[config.mk]
export PLATFORM = sky130hd
export DESIGN_NAME = biometrics_controller
export DESIGN_NICKNAME = d
export VERILOG_FILES = /design/src/rtl/biometrics_controller.sv
export SDC_FILE = /design/constraint.sdc
export NUM_CORES = 1
export LEC_CHECK = 0
export ABC_AREA = 0
export CAP_MARGIN = 5
export CORE_UTILIZATION = 60
export CTS_CLUSTER_SIZE = 24
export DETAILED_ROUTE_END_ITERATION = 12
export PLACE_DENSITY = 0.8
export SYNTH_ARGS = -nofsm -noshare
export SYNTH_HDL_FRONTEND = slang
export SYNTH_SLANG_ARGS = --single-unit
export TNS_END_PERCENT = 10
[constraint.sdc]
create_clock -name clk_in -period 3.3 [get_ports clk_in]
set_input_delay 0.66 -clock clk_in [delete_from_list [all_inputs] [get_ports clk_in]]
set_output_delay 0.66 -clock clk_in [all_outputs]
set_load 0.1 [all_outputs]
[src/rtl/biometrics_controller.sv]
// rtl/biometrics_controller.sv - enroll/verify sequencer with frame voting, lockout and stall timeout
//
// Ports:
//   clk_in, rst_n_in          clock, asynchronous active-low reset
//   enroll_req_in             single-cycle enroll request (IDLE only)
//   verify_req_in             single-cycle verify request (IDLE only, wins over enroll)
//   abort_in                  user abort (ENROLL/VERIFY/RESULT)
//   frame_done_in             one pulse per completed FFT frame
//   detected_in               per-frame classifier match, sampled with frame_done_in
//   write_enable_out          enrollment (Bluetooth write) window
//   predict_enable_out        verification (classify) window
//   busy_out                  any state other than IDLE
//   unlock_out                held for RESULT_CYCLES after a passing vote
//   reject_pulse_out          one cycle per failing vote
//   error_pulse_out           one cycle per frame-stream timeout
//   locked_out                lockout window
//   fail_count_out            consecutive failing votes
module biometrics_controller #(
    parameter int ENROLL_FRAMES   = 64,
    parameter int VERIFY_FRAMES   = 16,
    parameter int MATCH_THRESHOLD = 10,
    parameter int MAX_FAILS       = 3,
    parameter int RESULT_CYCLES   = 1000,
    parameter int LOCKOUT_CYCLES  = 100000,
    parameter int TIMEOUT_CYCLES  = 50000
) (
    input  logic                           clk_in,
    input  logic                           rst_n_in,
    input  logic                           enroll_req_in,
    input  logic                           verify_req_in,
    input  logic                           abort_in,
    input  logic                           frame_done_in,
    input  logic                           detected_in,
    output logic                           write_enable_out,
    output logic                           predict_enable_out,
    output logic                           busy_out,
    output logic                           unlock_out,
    output logic                           reject_pulse_out,
    output logic                           error_pulse_out,
    output logic                           locked_out,
    output logic [$clog2(MAX_FAILS+1)-1:0] fail_count_out
);

    localparam logic [2:0] S_IDLE    = 3'd0;
    localparam logic [2:0] S_ENROLL  = 3'd1;
    localparam logic [2:0] S_VERIFY  = 3'd2;
    localparam logic [2:0] S_DECIDE  = 3'd3;
    localparam logic [2:0] S_RESULT  = 3'd4;
    localparam logic [2:0] S_LOCKOUT = 3'd5;

    localparam int FRAME_MAX = (ENROLL_FRAMES > VERIFY_FRAMES) ? ENROLL_FRAMES : VERIFY_FRAMES;
    localparam int HOLD_MAX  = (RESULT_CYCLES > LOCKOUT_CYCLES) ? RESULT_CYCLES : LOCKOUT_CYCLES;
    localparam int FW = $clog2(FRAME_MAX + 1);
    localparam int MW = $clog2(VERIFY_FRAMES + 1);
    localparam int TW = $clog2(TIMEOUT_CYCLES + 1);
    localparam int HW = $clog2(HOLD_MAX + 1);
    localparam int CW = $clog2(MAX_FAILS + 1);

    // Terminal values are compared against the current count, so the exit
    // happens on the edge where the count would reach its maximum.
    localparam logic [FW-1:0] ENROLL_LAST = FW'(ENROLL_FRAMES - 1);
    localparam logic [FW-1:0] VERIFY_LAST = FW'(VERIFY_FRAMES - 1);
    localparam logic [TW-1:0] TMO_LAST    = TW'(TIMEOUT_CYCLES - 1);
    localparam logic [HW-1:0] RESULT_LAST = HW'(RESULT_CYCLES - 1);
    localparam logic [HW-1:0] LOCK_LAST   = HW'(LOCKOUT_CYCLES - 1);
    localparam logic [CW-1:0] FAIL_LAST   = CW'(MAX_FAILS - 1);
    localparam logic [MW-1:0] MATCH_MIN   = MW'(MATCH_THRESHOLD);

    logic [2:0]    state_q, state_d;
    logic [FW-1:0] frame_q, frame_d;
    logic [MW-1:0] match_q, match_d;
    logic [TW-1:0] tmo_q, tmo_d;
    logic [HW-1:0] hold_q, hold_d;
    logic [CW-1:0] fail_q, fail_d;
    logic          reject_d, error_d;
    logic          we_q, pe_q, busy_q, unlock_q, reject_q, error_q, locked_q;
    logic [FW-1:0] frame_last;

    assign frame_last = (state_q == S_ENROLL) ? ENROLL_LAST : VERIFY_LAST;

    always_comb begin
        state_d  = state_q;
        frame_d  = frame_q;
        match_d  = match_q;
        tmo_d    = tmo_q;
        hold_d   = hold_q;
        fail_d   = fail_q;
        reject_d = 1'b0;
        error_d  = 1'b0;
        case (state_q)
            S_IDLE: begin
                if (verify_req_in || enroll_req_in) begin
                    state_d = verify_req_in ? S_VERIFY : S_ENROLL;
                    frame_d = '0;
                    match_d = '0;
                    tmo_d   = '0;
                end
            end
            S_ENROLL, S_VERIFY: begin
                // Priority: abort, then a frame (beats a coincident timeout).
                if (abort_in) begin
                    state_d = S_IDLE;
                end else if (frame_done_in) begin
                    frame_d = frame_q + FW'(1);
                    tmo_d   = '0;
                    if (state_q == S_VERIFY) begin
                        match_d = match_q + MW'(detected_in);
                    end
                    if (frame_q == frame_last) begin
                        state_d = (state_q == S_VERIFY) ? S_DECIDE : S_IDLE;
                    end
                end else if (tmo_q == TMO_LAST) begin
                    state_d = S_IDLE;
                    error_d = 1'b1;
                end else begin
                    tmo_d = tmo_q + TW'(1);
                end
            end
            S_DECIDE: begin
                hold_d = '0;
                if (match_q >= MATCH_MIN) begin
                    state_d = S_RESULT;
                    fail_d  = '0;
                end else begin
                    reject_d = 1'b1;
                    fail_d   = fail_q + CW'(1);
                    state_d  = (fail_q == FAIL_LAST) ? S_LOCKOUT : S_IDLE;
                end
            end
            S_RESULT: begin
                if (abort_in || hold_q == RESULT_LAST) begin
                    state_d = S_IDLE;
                end else begin
                    hold_d = hold_q + HW'(1);
                end
            end
            S_LOCKOUT: begin
                if (hold_q == LOCK_LAST) begin
                    state_d = S_IDLE;
                    fail_d  = '0;
                end else begin
                    hold_d = hold_q + HW'(1);
                end
            end
            default: state_d = S_IDLE;
        endcase
    end

    // Level outputs are decoded from the next state so they change on the
    // same edge as the state while still coming straight out of flops.
    always_ff @(posedge clk_in or negedge rst_n_in) begin
        if (!rst_n_in) begin
            state_q  <= S_IDLE;
            frame_q  <= '0;
            match_q  <= '0;
            tmo_q    <= '0;
            hold_q   <= '0;
            fail_q   <= '0;
            we_q     <= 1'b0;
            pe_q     <= 1'b0;
            busy_q   <= 1'b0;
            unlock_q <= 1'b0;
            reject_q <= 1'b0;
            error_q  <= 1'b0;
            locked_q <= 1'b0;
        end else begin
            state_q  <= state_d;
            frame_q  <= frame_d;
            match_q  <= match_d;
            tmo_q    <= tmo_d;
            hold_q   <= hold_d;
            fail_q   <= fail_d;
            we_q     <= (state_d == S_ENROLL);
            pe_q     <= (state_d == S_VERIFY);
            busy_q   <= (state_d != S_IDLE);
            unlock_q <= (state_d == S_RESULT);
            reject_q <= reject_d;
            error_q  <= error_d;
            locked_q <= (state_d == S_LOCKOUT);
        end
    end

    assign write_enable_out   = we_q;
    assign predict_enable_out = pe_q;
    assign busy_out           = busy_q;
    assign unlock_out         = unlock_q;
    assign reject_pulse_out   = reject_q;
    assign error_pulse_out    = error_q;
    assign locked_out         = locked_q;
    assign fail_count_out     = fail_q;

endmodule
==> summary.txt <==
Pwr
  • Tot Pwr: roughly 2.8 mW
  • Worst IR Drop VDD: a little over 400 uV
  • P_leak: roughly 1.5 nW
  • Power Density: a little under 800 mW/mm^2

Detailed routing
  • DRC: 0
  • Wire length per cell: approximately 16 um
  • DR vias: ~2700
  • Via-per-instance ratio: between 6 and 7
  • Routed Antenna Nets: 0
  • Drt initial violations: about 250
  • Drt first pass iters: 4
  • Final WL: roughly 7 mm

CTS
  • Skew-Pair Late Insertion Delay: 340 ps
  • TritonCTS clock tree: done
  • Hold-fix buffers, CTS: 0
  • CTS sink cnt: 57
  • Clock Pin Slew Worst Setup and Hold Paths: 70 ps
  • CTS Buffer Depth: 2
  • Resize count post-CTS: 0
  • Root Driver: clkbuf_8
  • Total CTS buffers: 9
  • H-tree depth: 3
  • Total setup buffers inserted after CTS: 0

Place
  • I/O Buffers: 15
  • Gpl congestion: between 0.8 and 0.9
  • Inst Count DP: a little over 400
  • HPWL after DPL: about 4.7 mm
  • Post-place setup slack: around 290 ps

Setup path
  • WP data required: roughly 3500 ps
  • Crit. End Element: flip-flop
  • Critical path launch point type: flip-flop
  • WS Path Type: flip-flop to flip-flop
  • Crit Path Max Fanout: 19
  • R2R cell count: 5
  • Flop2flop setup slack: about 470 ps
  • Worst Path Arrival: 3050 ps

Flow run
  • Max-Cap Viols: 0

STA
  • Finish-stage setup viols: 0
  • Final hold vios: 0
  • Max Clk Rate: ~350 MHz
  • Worst setup margin: around 470 ps
  • Setup_tns: 0 ps
  • Fin crit share: 0.8577
  • Min Tclk post-route: between 2000 and 3000 ps
  • Final clock skew: approximately 8.9 ps
  • Final slew viol count: 0
  • Slew Limit Headroom: 0.1534
  • RSZ-0062 raised after global routing: false
  • Tightest Pin Transition: roughly 1300 ps

Synthesis
  • Count leader, synth: dfrtp_1
  • FF+latch count, synth: between 50 and 60
  • Ys Warns: 0
  • Synth unique cells: 56
  • Area leader, netlist: dfrtp_1
  • Sequential fraction of the synthesis area: 0.4476
  • Post-synth EDFFs: 0
  • Synth cell count leaders: dfrtp_1 (57), nand2_1 (38), nor2_1 (26)
  • Syn_area_per_cell: between 9 and 10 sq um
  • Net count after synthesis: 347
  • Synth async-reset ratio: 1.000
  • Synth top area cells: dfrtp_1 (45%), nand2_1 (4.5%), mux2i_1 (3.8%)
  • Synthesized cell area: around 0.0032 sq mm
  • Ys flop type: dfrtp_1
  • Synth Instances: around 330
  • Post-synth top area share: 0.4476

GRT
  • Number of antenna violations at the first check in global routing: 0
  • Met3 usage in global routing: 0.05489
  • Vias in the first global route: roughly 2400
  • Largest net degree at the start of global routing: 38
  • Tot GR Track Use: 0.2728
  • Most Crowded Layer GR: met2
  • First-pass GRT wire length: around 11 mm
  • GR Overflow Total: 0
  • Grt met1 use: 0.3814
  • GR Util met2: 0.4074

Hold path
  • Worst Hold Class: input port to asynchronous set/reset pin

Cells and area
  • Ant diodes: 0
  • Layout cell share with drive strength beyond 1: 0.1341
  • Final net count: 366
  • Syn-to-layout area delta: 13.43%
  • Final core occ: 0.7077
  • Post-Layout Cell Count: approximately 430

Floorplan
  • I/O pin cnt: 16
  • Die area: 0.005607 sq mm
  • Core ar.: 0.005107 sq mm
  • Die Ht: roughly 75 um
  • Initial core utilization: 0.6240
  • DIE WIDTH: 74.88 um
  • # rows: 26

Outcome
  • Status: completed
[final timing paths]
check                             startpoint           endpoint
max                                hold_q[3]           busy_out
min                                 rst_n_in         state_q[0]
max reg2reg                        hold_q[3]           busy_out
min reg2reg                fail_count_out[0]  fail_count_out[0]
max in group asynchronous           rst_n_in          hold_q[5]
min in group clk_in        fail_count_out[0]  fail_count_out[0]
[kinds of logic after synthesis]
kind of cell,share of synthesized area
AO/OA/AOI/OAI,0.1323
flip-flops,0.4476
buffers and inverters,0.02866
multiplexers,0.03769
AND/OR/NAND/NOR,0.2807
adder cells (fa/ha/maj),0.02356
XOR/XNOR,0.04947
[metrics by stage]
stage	cell area, sq um	hold slack, ps
floorplan	3187	364.4
global route	3615	302.9
CTS	3615	273.8
finish	3615	263.6
global placement	3385	490.5
detailed placement	3385	510.4
[cells in the final DEF, fill, tap and decap left out, drive strengths merged, types with 3 or more instances in the layout]
cell,n
o41ai,4
buf,16
mux2i,12
a2111o,5
o21ai,24
ha,6
xor2,6
nand4b,5
a211oi,5
nand3,16
nand2,38
and2,6
clkbuf,12
or2,8
nor3,8
inv,8
nor2,26
nor4b,3
a21oi,11
dfrtp,57
xnor2,12
nand4,13
or3,3
o31ai,3
clkdlybuf4s50,5
nor4,12
[per-layer routing]
| metal | vias up | share of wire |
|---|---|---|
| li1 | 1273 | - |
| met4 | 0 | 0.024 |
| met2 | 83 | 0.46 |
| met1 | 1306 | 0.47 |
| met5 | - | 0 |
| met3 | 15 | 0.042 |
[worst max-delay path, stage by stage (launching register included)]
cell and delay (ps):
dfrtp_1 440, or4b_1 550, or4_4 450, o31ai_4 710
nand3_4 160, or3b_1 410
[sequential cells by signal (all words and copies together) (netlist names)]
register and flops:
tmo_q 16, predict_enable_out 1, unlock_out 1, locked_out 1, error_pulse_out 1, match_q 5, reject_pulse_out 1, write_enable_out 1
state_q 3, fail_count_out 2, hold_q 17, frame_q 7, busy_out 1
[layout make-up]
type | count | area (sq um)
timing repair buffer | 21 | 167.7
inverter | 9 | 33.78
sequential | 57 | 1426
tap | 70 | 87.58
clock inverter | 4 | 75.07
fill | 416 | 1493
clock buffer | 12 | 155.1
multi-input combinational | 255 | 1669
[power by group]
group	internal [mW]	switching [mW]	leakage, nW
registers	0.862	0.222	0.774
logic	0.304	0.656	0.610
clock network	0.466	0.281	0.109
(Power assumes the default switching activity.)
